==> src/rtl/video_pkg.sv <==
// Shared video timing constants and the fetch-arbiter state encoding.
package video_pkg;
  typedef enum logic [1:0] {IDLE, VID, CPU} state_t;

  localparam int unsigned HACTIVE_DEF    = 640;
  localparam int unsigned VACTIVE_DEF    = 231;
  localparam int unsigned LINE_WORDS_DEF = 80;
  localparam int unsigned PPF_DEF        = 8;
  localparam int unsigned PPF_LOG2       = $clog2(PPF_DEF);
  localparam logic [15:0] VID_BASE_DEF   = 16'h2000;
endpackage

==> src/rtl/video_fetch_tick_gen.sv <==
// Derives display fetch ticks, word index, line base address and the CPU guard
// window from the raster counters.
module video_fetch_tick_gen
  import video_pkg::*;
#(
  parameter int unsigned ADDR_W     = 16,
  parameter int unsigned HACTIVE    = HACTIVE_DEF,
  parameter int unsigned VACTIVE    = VACTIVE_DEF,
  parameter int unsigned PPF        = PPF_DEF,
  parameter int unsigned LINE_WORDS = LINE_WORDS_DEF,
  parameter int unsigned CPU_GUARD  = 3,
  parameter logic [ADDR_W-1:0] VID_BASE = ADDR_W'(VID_BASE_DEF)
) (
  input  logic              clk,
  input  logic              reset,
  input  logic              ce_pix,
  input  logic [10:0]       hpos,
  input  logic [9:0]        vpos,
  output logic              tick,
  output logic [6:0]        word,
  output logic [ADDR_W-1:0] line_base,
  output logic              guard
);
  localparam int unsigned      PLOG   = $clog2(PPF);
  localparam logic [10:0]      HACT   = 11'(HACTIVE);
  localparam logic [10:0]      HLAST  = 11'(HACTIVE - 1);
  localparam logic [10:0]      HGUARD = 11'(HACTIVE - CPU_GUARD);
  localparam logic [9:0]       VACT   = 10'(VACTIVE);
  localparam logic [PLOG-1:0]  GSTART = PLOG'(PPF - CPU_GUARD);
  localparam logic [ADDR_W-1:0] LW    = ADDR_W'(LINE_WORDS);

  logic            active;
  logic [PLOG-1:0] phase;

  assign active = (vpos < VACT) && (hpos < HACT);
  assign phase  = hpos[PLOG-1:0];
  assign tick   = ce_pix && active && (phase == '0);
  assign word   = 7'(hpos >> PLOG);
  // The last word of the line is guarded too, even if HACTIVE is not PPF-aligned.
  assign guard  = active && ((phase >= GSTART) || (hpos >= HGUARD));

  always_ff @(posedge clk) begin
    if (reset) begin
      line_base <= VID_BASE;
    end else if (ce_pix) begin
      if (vpos >= VACT) begin
        line_base <= VID_BASE;
      end else if (hpos == HLAST) begin
        line_base <= line_base + LW;
      end
    end
  end
endmodule

==> src/rtl/video_fetch_scheduler.sv <==
// Arbitrates the single video-RAM port between raster-scheduled display fetches
// (always preferred) and a CPU/DMA requester served in free slots and blanking.
module video_fetch_scheduler
  import video_pkg::*;
#(
  parameter int unsigned ADDR_W     = 16,
  parameter int unsigned DATA_W     = 16,
  parameter int unsigned HACTIVE    = HACTIVE_DEF,
  parameter int unsigned VACTIVE    = VACTIVE_DEF,
  parameter int unsigned PPF        = PPF_DEF,
  parameter int unsigned LINE_WORDS = LINE_WORDS_DEF,
  parameter int unsigned CPU_GUARD  = 3,
  parameter logic [ADDR_W-1:0] VID_BASE = ADDR_W'(VID_BASE_DEF)
) (
  input  logic              clk_vid,
  input  logic              reset,
  input  logic              ce_pix,
  input  logic [10:0]       hpos,
  input  logic [9:0]        vpos,
  input  logic              cpu_req,
  input  logic              cpu_we,
  input  logic [ADDR_W-1:0] cpu_addr,
  input  logic [DATA_W-1:0] cpu_wdata,
  output logic              cpu_ack,
  output logic [DATA_W-1:0] cpu_rdata,
  output logic              mem_req,
  output logic              mem_we,
  output logic [ADDR_W-1:0] mem_addr,
  output logic [DATA_W-1:0] mem_wdata,
  input  logic              mem_ack,
  input  logic [DATA_W-1:0] mem_rdata,
  output logic              vid_valid,
  output logic [DATA_W-1:0] vid_data,
  output logic [6:0]        vid_word,
  output logic              vid_underrun
);
  logic              tick;
  logic              guard;
  logic [6:0]        tick_word;
  logic [ADDR_W-1:0] line_base;

  video_fetch_tick_gen #(
    .ADDR_W     (ADDR_W),
    .HACTIVE    (HACTIVE),
    .VACTIVE    (VACTIVE),
    .PPF        (PPF),
    .LINE_WORDS (LINE_WORDS),
    .CPU_GUARD  (CPU_GUARD),
    .VID_BASE   (VID_BASE)
  ) u_tick_gen (
    .clk       (clk_vid),
    .reset     (reset),
    .ce_pix    (ce_pix),
    .hpos      (hpos),
    .vpos      (vpos),
    .tick      (tick),
    .word      (tick_word),
    .line_base (line_base),
    .guard     (guard)
  );

  state_t            state, next_state;
  logic              take_vid, take_cpu;
  logic              pend_valid;
  logic [6:0]        pend_word;
  logic [ADDR_W-1:0] pend_addr;
  logic [6:0]        cur_word;

  always_ff @(posedge clk_vid) begin
    if (reset) state <= IDLE;
    else       state <= next_state;
  end

  // A tick in the same cycle also blocks a CPU start so display keeps priority.
  always_comb begin
    next_state = state;
    take_vid   = 1'b0;
    take_cpu   = 1'b0;
    unique case (state)
      IDLE: begin
        if (pend_valid) begin
          next_state = VID;
          take_vid   = 1'b1;
        end else if (cpu_req && !guard && !tick) begin
          next_state = CPU;
          take_cpu   = 1'b1;
        end
      end
      VID, CPU: if (mem_ack) next_state = IDLE;
      default:  next_state = IDLE;
    endcase
  end

  always_ff @(posedge clk_vid) begin
    if (reset) begin
      pend_valid   <= 1'b0;
      pend_word    <= '0;
      pend_addr    <= '0;
      vid_underrun <= 1'b0;
    end else if (tick) begin
      pend_valid <= 1'b1;
      pend_word  <= tick_word;
      pend_addr  <= line_base + ADDR_W'(tick_word);
      if (pend_valid && !take_vid) vid_underrun <= 1'b1;
    end else if (take_vid) begin
      pend_valid <= 1'b0;
    end
  end

  always_ff @(posedge clk_vid) begin
    if (reset) begin
      mem_req   <= 1'b0;
      mem_we    <= 1'b0;
      mem_addr  <= '0;
      mem_wdata <= '0;
      cur_word  <= '0;
    end else if (take_vid) begin
      mem_req  <= 1'b1;
      mem_we   <= 1'b0;
      mem_addr <= pend_addr;
      cur_word <= pend_word;
    end else if (take_cpu) begin
      mem_req   <= 1'b1;
      mem_we    <= cpu_we;
      mem_addr  <= cpu_addr;
      mem_wdata <= cpu_wdata;
    end else if (mem_ack && state != IDLE) begin
      mem_req <= 1'b0;
    end
  end

  always_ff @(posedge clk_vid) begin
    if (reset) begin
      cpu_ack   <= 1'b0;
      cpu_rdata <= '0;
      vid_valid <= 1'b0;
      vid_data  <= '0;
      vid_word  <= '0;
    end else begin
      cpu_ack   <= (state == CPU) && mem_ack;
      vid_valid <= (state == VID) && mem_ack;
      if ((state == CPU) && mem_ack) cpu_rdata <= mem_rdata;
      if ((state == VID) && mem_ack) begin
        vid_data <= mem_rdata;
        vid_word <= cur_word;
      end
    end
  end
endmodule

==> config.mk <==
export PLATFORM = sky130hd
export DESIGN_NAME = video_fetch_scheduler
export DESIGN_NICKNAME = d
export VERILOG_FILES = /design/src/rtl/video_pkg.sv /design/src/rtl/video_fetch_tick_gen.sv /design/src/rtl/video_fetch_scheduler.sv
export SDC_FILE = /design/constraint.sdc
export NUM_CORES = 1
export LEC_CHECK = 0
export CAP_MARGIN = 20
export CORE_ASPECT_RATIO = 1.25
export CORE_MARGIN = 2
export CORE_UTILIZATION = 32
export CTS_BUF_LIST = sky130_fd_sc_hd__clkbuf_16
export DETAILED_ROUTE_END_ITERATION = 8
export GPL_TIMING_DRIVEN = 0
export PLACE_DENSITY = 0.58
export SLEW_MARGIN = 5
export SYNTH_ARGS = -nofsm -noshare
export SYNTH_HDL_FRONTEND = slang
export SYNTH_SLANG_ARGS = --single-unit
==> constraint.sdc <==
create_clock -name clk_vid -period 2.25 [get_ports clk_vid]
set_input_delay 0.225 -clock clk_vid [delete_from_list [all_inputs] [get_ports clk_vid]]
set_output_delay 0.225 -clock clk_vid [all_outputs]
set_load 0.01 [all_outputs]
==> summary.md, run 1 <==
| Metric | Value |
|---|---|
| Initial Util | 32.5% |
| Status | finished clean |
| Clk slew on worst S/H paths | 50 ps |
| RSZ-0062 raised after global routing | false |
| Fin util | 48.5% |
| Largest net degree at the start of global routing | 17 |
| Post-DR wirelength/cell | 14.8 µm |
| Post-CTS setup repair buffer count | 0 |
| Hpwl dp | 10800 µm |
| Via count | 4610 |
| Worst VDD drop | 426 µV |
| Ys async rst share | 0% |
| Actual slew at the worst max-slew pin | 823 ps |
| Setup Viol. Count Final | 0 |
| GRT overflow | 0 |
| Input/output buffers | 149 |
| Reg2reg setup slack | 240 ps |
| Initial DRC count | 287 |
| Post-Layout Inst Area | 7190 µm² |
| Final Skew | 11.1 ps |
| Max clock buf depth | 2 |
| Via density | 4.86 |
| Share of cells above drive strength 1 | 6.26% |
| Clock latency on the worst-skew pair | 410 ps |
| Tmin final | 2180 ps |
| Fill count | 1408 |
| Final wirelength | 14000 µm |
| Max-slew violation count | 0 |
| First-pass GRT wire length | 22300 µm |
| Synth Warn # | 0 |
| CTS Buf Count | 17 |
| Most frequent cells in the layout | 147 x clkdlybuf4s50_1, 141 x nand2_1, 119 x dfxtp_1 |
| Die W | 114 µm |
| Placer Congestion | 0.801 |
| IO Count | 151 |
| Final #Nets | 836 |
| CP endpoint kind | flip-flop |
| Headroom to the max-slew limit | 44.6% |
| Die area | 16000 µm² |
| Sink Count | 119 |
| Synth Area per Inst | 8.21 µm² |
| Hold buffers post-CTS | 0 |
| Post-synth EDFFs | 0 |
| Ys flop type | dfxtp_1 |
| Antenna violations before repair | 0 |
| CTS tree | done |
| Hold Crit Class | input port to flip-flop |
| GRT Total Usage | 17.8% |
| Vias in the first global route | 4499 |
| Core area | 14800 µm² |
| Netlist Area Pre-Place | 4810 µm² |
| Setup TNS | 0 ps |
| Seq/Total Area, Yosys | 49.5% |
| CP startpoint kind | input port |
| Final period utilization | 97.0% |
| Register bit total from synthesis | 119 |
| Number of max-cap violations | 0 |
| Most common cell after layout, fill and taps aside | clkdlybuf4s50_1 |
| Fin worst setup slack | 66.6 ps |
| H-tree depth | 4 |
| Final hold violation count | 0 |
| Req. time, crit path | 2580 ps |
| Layout overhead on the synthesized area | 49.3% |
| F_max | 458 MHz |
| PD cells | 769 nW/µm² |
| Drc violations | 0 |
| Cell variety after synth | 43 |
| Syn Nets | 668 |
| Routed Antenna Nets | 0 |
| Total iterations of the first detailed-routing run | 4 |
| Pre-CTS WS | -590 ps |
| Leakage | 2.51 nW |
| N_diodes | 0 |
| Cell area after placement | 6530 µm² |
| Rows | 50 |
| Die height | 141 µm |
| CTS Root Cell | clkbuf_16 |
| Worst Setup Path Type | input port to flip-flop |
| Crit Path Max Fanout | 10 |
| Synth Instances | 586 |
| Worst endpoint data arrival time | 2510 ps |
[cells in the mapped netlist (all sizes together) (7+ instances only)]
library cell,instances,area share [%]
ha,7,1.8
o21ai,15,1.6
mux2i,19,4.0
nand3,21,2.2
a21oi,79,8.2
clkbuf,31,2.4
xnor2,12,2.2
nor2,44,3.4
dfxtp,119,50
nand2,141,11
inv,17,1.3
a31oi,17,2.2
a211oi,10,1.6
buf,7,1.0
xor2,9,1.6
[final cells by class]
type	instances	area, µm²	share of cell area (%)
Clock inverter	15	181	2.52
Tap cell	182	228	3.17
Timing Repair Buffer	149	1490	20.8
Buffer	38	184	2.56
Inverter	18	71.3	0.993
Sequential cell	119	2380	33.2
Clock buffer	17	425	5.92
Multi-Input combinational cell	411	2220	30.9
[metrics by stage]
stage,power (W),cells,hold slack (ps)
after floorplan,0.00249,586,361
after global placement,0.00282,917,442
after detailed placement,0.00283,917,445
after CTS,0.00559,949,345
after global routing,0.00575,949,358
final,0.00553,949,365
[sequential cells by signal, summed over array words and instances (netlist names)]
register              count
cpu_ack                   1
cpu_rdata                16
cur_word                  7
mem_addr                 16
mem_req                   1
mem_wdata                16
mem_we                    1
pend_addr                14
pend_valid                1
pend_word                 7
state                     2
u_tick_gen.line_base     12
vid_data                 16
vid_underrun              1
vid_valid                 1
vid_word                  7
[what timing repair did]
item,in CTS,in global routing
pin swaps,2,2
setup endpoints to repair,21,27
gates cloned,0,0
resized for setup,8,8
[per-layer routing]
metal	global-route usage, %	part of all wire (%)
met5	0	0
met4	7.06	1.6
met3	4.82	6.3
met2	30.4	49
met1	21.0	43
[critical path: stages]
cell	delay (ps)
clkdlybuf4s50_1	440
or4b_4	560
a221o_1	390
o21ai_4	350
buf_4	270
a31oi_1	100
a21oi_1	170
[path summary, 6_finish.rpt]
check,cells after the start,endpoint,start
min reg2reg,2,vid_word[3],cur_word[3]
max,7,mem_addr[6],hpos[2]
min,3,mem_addr[5],cpu_addr[5]
max reg2reg,6,pend_addr[10],u_tick_gen.line_base[5]
[where the power goes]
part           switching, W  internal [W]  total [W]  leakage [nW]
sequential        0.0000392       0.00217    0.00221         0.965
clock              0.000986       0.00174    0.00273         0.287
combinational      0.000271      0.000312   0.000583          1.25
total               0.00130       0.00423    0.00553          2.51
[logic make-up (layout without fill, tap and decap cells)]
| kind of cell | count (synthesis) | count (layout) | synth area share [%] |
|---|---|---|---|
| flops | 119 | 119 | 49.5 |
| fa+ha+maj | 7 | 7 | 1.82 |
| xor+xnor | 21 | 21 | 3.82 |
| simple gates | 232 | 232 | 20.4 |
| mux | 19 | 19 | 3.95 |
| compound gates | 132 | 132 | 15.7 |
| buf+inv | 56 | 237 | 4.84 |
Note: power is estimated with default switching activity, not from simulation.
==> run 2: changes to the inputs <==
clock period = 2.65 ns   (was 2.25 ns; I/O delays follow)
==> run 2 against run 1 <==
Cell area decreased by 0.66%. First-iteration DRC count decreased by 1.0%. Hold slack improved by 35 ps. Count of clock-buffer cells in the layout unchanged. Critical path depth increased by 1. Non-clock buffer count unchanged. Largest cell class unchanged. Highest routed layer unchanged.
==> summary.md, run 2 (same netlist as run 1, synthesis figures left out) <==
| Metric | Value |
|---|---|
| Status | finished clean |
| Placer Congestion | 0.801 |
| Routed Antenna Nets | 0 |
| F_max | 407 MHz |
| CTS tree | done |
| PD cells | 656 nW/µm² |
| Headroom to the max-slew limit | 31.0% |
| Input/output buffers | 149 |
| Initial DRC count | 284 |
| Fill count | 1404 |
| Cell area after placement | 6530 µm² |
| Most frequent cells in the layout | 149 x clkdlybuf4s50_1, 141 x nand2_1, 119 x dfxtp_1 |
| Antenna violations before repair | 0 |
| Die height | 141 µm |
| PostCTS Resize Cnt | 0 |
| Final hold slack | 401 ps |
| Crit path cell chain | clkdlybuf4s50_1 -> or4b_4 -> a221o_1 -> o2111a_1 -> buf_2 -> clkbuf_1 -> nand2_1 -> a21oi_1 |
| FF-to-FF Start | pend_valid |
| End point of the critical path | mem_addr[3] |
| Max clock buf depth | 2 |
| Clk pwr share | 49.5% |
| GRT overflow | 0 |
| Initial Util | 32.5% |
| Final period utilization | 92.8% |
| Sw power | 0.00110 W |
| Reg2reg end | mem_addr[3] |
| Via count | 4625 |
| Post-CTS setup repair buffer count | 0 |
| Leakage | 2.48 nW |
| Max-slew violation count | 0 |
| GRT Total Usage | 17.7% |
| Fin util | 48.1% |
| Final Skew | 5.12 ps |
| IO Count | 151 |
| Setup TNS | 0 ps |
| Drc violations | 0 |
| CTS Buf Count | 17 |
| Worst VDD drop | 368 µV |
| Reg2reg setup slack | 400 ps |
| Post-Layout Inst Area | 7140 µm² |
| Hold Crit Class | input port to flip-flop |
| Die area | 16000 µm² |
| Sw Share | 23.5% |
| Final #Nets | 836 |
| Clock latency on the worst-skew pair | 410 ps |
| Crit Path Max Fanout | 10 |
| Worst endpoint data arrival time | 2720 ps |
| RSZ-0062 raised after global routing | false |
| Most common cell after layout, fill and taps aside | clkdlybuf4s50_1 |
| Clk slew on worst S/H paths | 50 ps |
| Rows | 50 |
| Core area | 14800 µm² |
| R2R cell count | 7 |
| Hpwl dp | 10800 µm |
| First-pass GRT wire length | 22300 µm |
| Internal power | 0.00358 W |
| CTS Root Cell | clkbuf_16 |
| Setup Viol. Count Final | 0 |
| CP startpoint kind | input port |
| Share of cells above drive strength 1 | 5.22% |
| Req. time, crit path | 2910 ps |
| Actual slew at the worst max-slew pin | 1030 ps |
| Max incr delay on CP | 530 ps |
| Post-DR wirelength/cell | 14.8 µm |
| Worst Setup Path Type | input port to flip-flop |
| Combinational share of power | 10.4% |
| Die W | 114 µm |
| Final hold violation count | 0 |
| H-tree depth | 4 |
| Fin worst setup slack | 190 ps |
| CP endpoint kind | flip-flop |
| Sequential Power Share | 40.1% |
| Slowest CP cell | clkdlybuf4s50_1 |
| Largest net degree at the start of global routing | 17 |
| Tmin final | 2460 ps |
| Final wirelength | 14000 µm |
| Number of max-cap violations | 0 |
| Sink Count | 119 |
| Hold buffers post-CTS | 0 |
| Vias in the first global route | 4489 |
| Origin of the worst setup path | ce_pix |
| Layout overhead on the synthesized area | 48.3% |
| Via density | 4.87 |
| Total iterations of the first detailed-routing run | 4 |
| Pre-CTS WS | -230 ps |
| N_diodes | 0 |
==> run 2: per-layer routing <==
| layer | GRT usage (%) | vias to the layer above | wire length, µm |
|---|---|---|---|
| met1 | 21.0 | 2124 | 6100 |
| li1 | - | 2319 | - |
| met4 | 7.06 | 0 | 319 |
| met5 | 0 | - | 0 |
| met2 | 30.3 | 157 | 6770 |
| met3 | 4.86 | 25 | 810 |
==> run 2: how the worst min path moves through the flow <==
stage | startpoint | to | slack, ps | cells past startpoint
floorplan | mem_rdata[0] | cpu_rdata[0] | 400 | 2
global placement | vid_data[5] | vid_data[5] | 440 | 2
detailed placement | pend_word[6] | cur_word[6] | 440 | 2
CTS | cpu_addr[15] | mem_addr[15] | 380 | 3
global route | cpu_addr[5] | mem_addr[5] | 400 | 3
finish | cpu_addr[5] | mem_addr[5] | 400 | 3
==> run 2: critical path, delay by kind of cell <==
kind	cells	cell delay (ps)
and+or+nand+nor	2	670
buffers and inverters	3	1040
AOI/OAI and AO/OA	3	740
==> run 2: power groups by stage <==
stage / Clock (W) / Combinational [W] / Sequential [W]
5_1_grt: 0.00246 / 0.000527 / 0.00189
6_report: 0.00232 / 0.000487 / 0.00188
2_1_floorplan: 0 / 0.000179 / 0.00194
4_1_cts: 0.00237 / 0.000490 / 0.00188
3_5_place_dp: 0 / 0.000488 / 0.00192
3_3_place_gp: 0 / 0.000484 / 0.00191
==> run 2: cell type report <==
class / instances / area, µm² / area share [%]
Sequential cell: 119 / 2380 / 33.4
Multi-Input combinational cell: 411 / 2200 / 30.8
Timing Repair Buffer: 149 / 1490 / 20.9
Clock buffer: 17 / 425 / 5.96
Tap cell: 182 / 228 / 3.19
Clock inverter: 15 / 181 / 2.54
Buffer: 38 / 165 / 2.31
Inverter: 18 / 67.6 / 0.947
==> run 2: through the flow <==
| stage | total power [W] | cells |
|---|---|---|
| after detailed placement | 0.00240 | 917 |
| after global placement | 0.00240 | 917 |
| final | 0.00469 | 949 |
| after CTS | 0.00474 | 949 |
| after floorplan | 0.00212 | 586 |
| after global routing | 0.00488 | 949 |
==> run 3: changes to the inputs <==
ABC_CLOCK_PERIOD_IN_PS = 2650   (was not set)
==> results of run 3 <==
Final layout, timing and power as in run 2 (identical DEF).
